<file path="src/rtl/game_pkg.sv">
// Shared widths and the round FSM encoding for the tank score keeper.
package game_pkg;

    localparam int unsigned LIVES_W = 3;
    localparam int unsigned SCORE_W = 4;
    localparam int unsigned INVUL_W = 8;

    typedef enum logic [1:0] {
        S_IDLE,
        S_PLAY,
        S_OVER
    } score_st_t;

endpackage

</file>
<file path="src/rtl/tank_hit_unit.sv">
// Per-tank hit edge detector, invulnerability frame counter and lives counter.
module tank_hit_unit
    import game_pkg::*;
#(
    parameter int unsigned LIVES        = 3,
    parameter int unsigned INVUL_FRAMES = 60
) (
    input  logic               clk,
    input  logic               reset,
    input  logic               clear,
    input  logic               play_ok,
    input  logic               freeze,
    input  logic               sof,
    input  logic               hit,
    output logic               hit_accepted_c,
    output logic [LIVES_W-1:0] lives,
    output logic               invul,
    output logic               lives_zero_c
);

    logic               hit_prev_q, hit_prev_d;
    logic [INVUL_W-1:0] invul_cnt_q, invul_cnt_d;
    logic [LIVES_W-1:0] lives_q, lives_d;
    logic               invul_q, invul_d;

    always_comb begin
        hit_prev_d     = hit;
        invul_cnt_d    = invul_cnt_q;
        lives_d        = lives_q;
        hit_accepted_c = hit && !hit_prev_q && play_ok && (invul_cnt_q == '0);

        // A fresh hit reloads the window; the frame decrement is dropped that cycle.
        if (hit_accepted_c) begin
            invul_cnt_d = INVUL_W'(INVUL_FRAMES);
            if (lives_q != '0) begin
                lives_d = lives_q - LIVES_W'(1);
            end
        end else if (sof && !freeze && (invul_cnt_q != '0)) begin
            invul_cnt_d = invul_cnt_q - INVUL_W'(1);
        end

        if (clear) begin
            hit_prev_d  = 1'b0;
            invul_cnt_d = '0;
            lives_d     = LIVES_W'(LIVES);
        end

        invul_d      = (invul_cnt_d != '0);
        lives_zero_c = (lives_d == '0);
    end

    always_ff @(posedge clk or posedge reset) begin
        if (reset) begin
            hit_prev_q  <= 1'b0;
            invul_cnt_q <= '0;
            lives_q     <= LIVES_W'(LIVES);
            invul_q     <= 1'b0;
        end else begin
            hit_prev_q  <= hit_prev_d;
            invul_cnt_q <= invul_cnt_d;
            lives_q     <= lives_d;
            invul_q     <= invul_d;
        end
    end

    assign lives = lives_q;
    assign invul = invul_q;

endmodule

</file>
<file path="src/rtl/tank_score_keeper.sv">
// Round bookkeeping for two tanks: lives, cross-wired scores, sticky win/lose flags.
module tank_score_keeper
    import game_pkg::*;
#(
    parameter int unsigned LIVES        = 3,
    parameter int unsigned WIN_SCORE    = 5,
    parameter int unsigned INVUL_FRAMES = 60
) (
    input  logic               clk,
    input  logic               reset,
    input  logic               startOfFrame,
    input  logic               runEn,
    input  logic               clearScores,
    input  logic               tank1Hit,
    input  logic               tank2Hit,
    output logic [SCORE_W-1:0] tank1Score,
    output logic [SCORE_W-1:0] tank2Score,
    output logic [LIVES_W-1:0] tank1Lives,
    output logic [LIVES_W-1:0] tank2Lives,
    output logic               tank1Invul,
    output logic               tank2Invul,
    output logic               tank1Win,
    output logic               tank2Win,
    output logic               tank1Lose,
    output logic               tank2Lose
);

    score_st_t          state_q, state_d;
    logic [SCORE_W-1:0] score1_q, score1_d, score2_q, score2_d;
    logic               win1_q, win1_d, win2_q, win2_d;
    logic               lose1_q, lose1_d, lose2_q, lose2_d;
    logic               acc1_c, acc2_c, zero1_c, zero2_c;
    logic               play_ok, freeze;

    // runEn gates hits directly so a hit during a map-change drop is never counted.
    assign play_ok = (state_q == S_PLAY) && runEn;
    assign freeze  = (state_q == S_OVER);

    tank_hit_unit #(.LIVES(LIVES), .INVUL_FRAMES(INVUL_FRAMES)) u_hit1 (
        .clk(clk), .reset(reset), .clear(clearScores), .play_ok(play_ok),
        .freeze(freeze), .sof(startOfFrame), .hit(tank1Hit),
        .hit_accepted_c(acc1_c), .lives(tank1Lives), .invul(tank1Invul),
        .lives_zero_c(zero1_c)
    );

    tank_hit_unit #(.LIVES(LIVES), .INVUL_FRAMES(INVUL_FRAMES)) u_hit2 (
        .clk(clk), .reset(reset), .clear(clearScores), .play_ok(play_ok),
        .freeze(freeze), .sof(startOfFrame), .hit(tank2Hit),
        .hit_accepted_c(acc2_c), .lives(tank2Lives), .invul(tank2Invul),
        .lives_zero_c(zero2_c)
    );

    always_comb begin
        state_d  = state_q;
        score1_d = score1_q;
        score2_d = score2_q;

        // A hit on one tank is a point for the other.
        if (acc2_c && (score1_q != SCORE_W'(WIN_SCORE))) begin
            score1_d = score1_q + SCORE_W'(1);
        end
        if (acc1_c && (score2_q != SCORE_W'(WIN_SCORE))) begin
            score2_d = score2_q + SCORE_W'(1);
        end

        win1_d  = win1_q  || (score1_d == SCORE_W'(WIN_SCORE));
        win2_d  = win2_q  || (score2_d == SCORE_W'(WIN_SCORE));
        lose1_d = lose1_q || zero1_c;
        lose2_d = lose2_q || zero2_c;

        case (state_q)
            S_IDLE: if (runEn) state_d = S_PLAY;
            S_PLAY: begin
                if (win1_d || win2_d || lose1_d || lose2_d) begin
                    state_d = S_OVER;
                end else if (!runEn) begin
                    state_d = S_IDLE;
                end
            end
            S_OVER:  state_d = S_OVER;
            default: state_d = S_IDLE;
        endcase

        if (clearScores) begin
            state_d  = S_IDLE;
            score1_d = '0;
            score2_d = '0;
            win1_d   = 1'b0;
            win2_d   = 1'b0;
            lose1_d  = 1'b0;
            lose2_d  = 1'b0;
        end
    end

    always_ff @(posedge clk or posedge reset) begin
        if (reset) begin
            state_q  <= S_IDLE;
            score1_q <= '0;
            score2_q <= '0;
            win1_q   <= 1'b0;
            win2_q   <= 1'b0;
            lose1_q  <= 1'b0;
            lose2_q  <= 1'b0;
        end else begin
            state_q  <= state_d;
            score1_q <= score1_d;
            score2_q <= score2_d;
            win1_q   <= win1_d;
            win2_q   <= win2_d;
            lose1_q  <= lose1_d;
            lose2_q  <= lose2_d;
        end
    end

    assign tank1Score = score1_q;
    assign tank2Score = score2_q;
    assign tank1Win   = win1_q;
    assign tank2Win   = win2_q;
    assign tank1Lose  = lose1_q;
    assign tank2Lose  = lose2_q;

endmodule

</file>
<file path="config.mk">
export PLATFORM = sky130hd
export DESIGN_NAME = tank_score_keeper
export DESIGN_NICKNAME = d
export VERILOG_FILES = /design/src/rtl/game_pkg.sv /design/src/rtl/tank_hit_unit.sv /design/src/rtl/tank_score_keeper.sv
export SDC_FILE = /design/constraint.sdc
export NUM_CORES = 1
export LEC_CHECK = 0
export ABC_CLOCK_PERIOD_IN_PS = 2700
export CELL_PAD_IN_SITES_DETAIL_PLACEMENT = 1
export CELL_PAD_IN_SITES_GLOBAL_PLACEMENT = 2
export CORE_ASPECT_RATIO = 0.75
export CORE_MARGIN = 2
export CORE_UTILIZATION = 32
export CTS_CLUSTER_SIZE = 24
export DETAILED_ROUTE_END_ITERATION = 12
export PLACE_DENSITY = 0.72
export SKIP_CTS_REPAIR_TIMING = 1
export SKIP_LAST_GASP = 1
export SYNTH_ARGS = -nofsm -noshare
export SYNTH_HDL_FRONTEND = slang
export SYNTH_HIERARCHICAL = 1
export SYNTH_SLANG_ARGS = --single-unit
</file>
<file path="constraint.sdc">
create_clock -name clk -period 2.7 [get_ports clk]
set_clock_uncertainty 0.15 [all_clocks]
set_input_delay 0.54 -clock clk [delete_from_list [all_inputs] [get_ports clk]]
set_output_delay 0.54 -clock clk [all_outputs]
set_load 0.02 [all_outputs]
</file>
==> summary.txt <==
Final hold violations: 0
Synth-to-layout area growth: 28.4%
CP Max Fanout: 5
Drt first-iter violations: 58
Status: finished, final reports clean
Commonest cells post-synth: nor2_1 (38), dfrtp_1 (36), inv_1 (30)
Synth Cell Area: 0.00256 sq mm
Root Driver: clkbuf_8
Layout Nets: 346
Clock Latency Late Sink: 0.30 ns
HPWL after detailed placement: 5100 um
Count of cell types in the netlist: 52
Hold slack: 0.374 ns
Horiz. Die Dim: 107 um
Power per Cell Area: 796 mW/mm^2
Max-cap violations: 0
Yosys Warn Count: 6
CP Class: register to register
Port buffer count: 26
Drt pass-1 iters: 4
Sequential share of the synthesized area: 39.2%
Crit. End Element: register
TritonCTS Buffers: 5
CP max-delay cell: dfrtp_2
Syn_nets: 288
Fillers: 926
Final setup margin: 0.189 ns
CP cell instances: nor3b_4 > and3b_1 > and4_4 > and3_4 > o21ba_2 > nor3_1 > nor2_1 > and3_1 > nand4_1 > a2111oi_2
CP startpoint kind: register
Pre-CTS setup slack: -0.617 ns
Clock tree buffer depth: 2
Layout Utilization: 41.9%
Synth top area share: 35.1%
Ports: 27
Final GP Congestion: 0.822
First-pass GRT wire length: 11,200 um
Initial core utilization: 32.7%
Die ar.: 0.00875 sq mm
Post-Syn Area per Cell: 9.46 sq um
Row count: 28
Die Y: 81.5 um
Synth area leader: dfrtp_1
Leak: 1.58 nW
Post-synth EDFFs: 0
Post-synthesis cell count: 271
Largest net degree at the start of global routing: 24
Register clock-pin slew on the reported worst setup and hold paths: 0.09 ns
Global Route Usage Sum: 16.3%
Routed vias: 2,189
Final setup fails: 0
Final period util: 93.0%
H-tree levels: 2
Worst min-delay path category: register to register
Core area: 0.00785 sq mm
Antenna violations before repair: 0
Maximum VDD drop: 284 uV
Congestion Overflow GR: 0
Antenna cells: 0
Vias/cell: 5.04
WP data required: 2.74 ns
Ys flop type: dfrtp_1
Total Neg Setup Slack: 0 ns
#FFs+latches synth: 40
WP data arrival: 2.55 ns
Max Slew Vio Count: 0
Synth async-reset ratio: 100%
WL per Instance: 15.2 um
CP peak stage delay: 0.45 ns
Slew headroom: 62.3%
Share of post-route cells with drive strength above 1: 21.6%
CTS tree: yes
Number of global-route vias before repair: 2,248
Crit path time final: 2.51 ns
Final ANT Viol Nets: 0
DRC: 0
Worst-Margin Slew: 0.566 ns
Top cells by area, synth: dfrtp_1 (35%), nor2_1 (5.6%), ha_1 (4.9%)
CTS sink cnt: 40
Final WL: 6610 um
Most common cell in the netlist: nor2_1
Max Freq: 0.398 GHz
## placed cells by master (no fill, tap or decap), types with 4 or more instances in the layout
cell type and count:
a211o_1 4, a21oi_1 16, and3_1 5, and3b_1 5
buf_4 31, clkbuf_8 5, clkdlybuf4s50_1 23, dfrtp_1 35
dfstp_2 4, ha_1 10, inv_1 29, mux2i_1 12
nand2_1 6, nand2b_1 8, nor2_1 38, nor2b_1 6
nor3_1 10, nor3_2 6, xor2_1 4
## path summary, 6_finish.rpt
path	start	slack, ns	cells past startpoint	to
max reg2reg	state_q[1]	0.19	10	state_q[0]
min in group asynchronous	reset	0.52	2	tank2Lose
min reg2reg	state_q[1]	0.37	1	state_q[0]
min	state_q[1]	0.37	1	state_q[0]
max	state_q[1]	0.19	10	state_q[0]
max in group asynchronous	reset	1.48	2	state_q[1]
## metal layers
metal / track usage, % / wire (um) / up-vias / share of wire [%]
li1: - / - / 1073 / -
met1: 22.7 / 3400 / 1079 / 51
met2: 26.1 / 2970 / 31 / 45
met3: 3.33 / 180 / 6 / 2.7
met4: 4.23 / 60 / 0 / 0.91
met5: 0 / 0 / - / 0
## per-stage QoR
step / cells / total power, W / area (sq um)
finish: 434 / 0.00262 / 3290
global route: 434 / 0.00283 / 3290
CTS: 433 / 0.00264 / 3260
detailed placement: 426 / 0.00221 / 3170
global placement: 426 / 0.00221 / 3170
floorplan: 271 / 0.00173 / 2570
## cell families (layout without fill, tap and decap cells)
family	Yosys count	after routing	share of synthesized area, %
xor gates and xnor gates	6	6	2.05
buffers and inverters	37	95	5.61
AOI/OAI and AO/OA	49	49	14.8
DFF	40	40	39.2
and+or+nand+nor	117	117	28.7
muxes	12	12	4.69
adders and majority gates	10	10	4.88
## layout make-up
type / instances / area, sq um / area share [%]
Sequential cell: 40 / 1010 / 30.6
Inverter: 30 / 113 / 3.42
Tap cell: 105 / 131 / 3.99
Clock inverter: 2 / 12.5 / 0.380
Timing Repair Buffer: 58 / 520 / 15.8
Clock buffer: 5 / 68.8 / 2.09
Multi-Input combinational cell: 194 / 1440 / 43.7
## worst max-delay path, delay by kind of cell, from the launching register on
kind / cells / cell delay (ns)
flops: 1 / 0.45
simple gates: 8 / 1.37
compound gates: 2 / 0.44
## flip-flops by register name, summed over array words and instances, names as in the netlist
signal	count
tank2Score	4
u_hit2/hit_prev_q	1
tank1Score	4
u_hit2/invul	1
state_q	2
u_hit1/invul	1
u_hit1/hit_prev_q	1
u_hit1/invul_cnt_q	8
tank1Win	1
u_hit1/lives	3
u_hit2/lives	3
u_hit2/invul_cnt_q	8
tank2Lose	1
tank1Lose	1
tank2Win	1
## where the power goes
group | switching, W | internal, W | total, W
Sequential | 0.000124 | 0.000701 | 0.000825
Clock | 0.000228 | 0.000176 | 0.000404
Combinational | 0.000720 | 0.000672 | 0.00139
Total | 0.00107 | 0.00155 | 0.00262
Power figures use the tool's default switching activity.
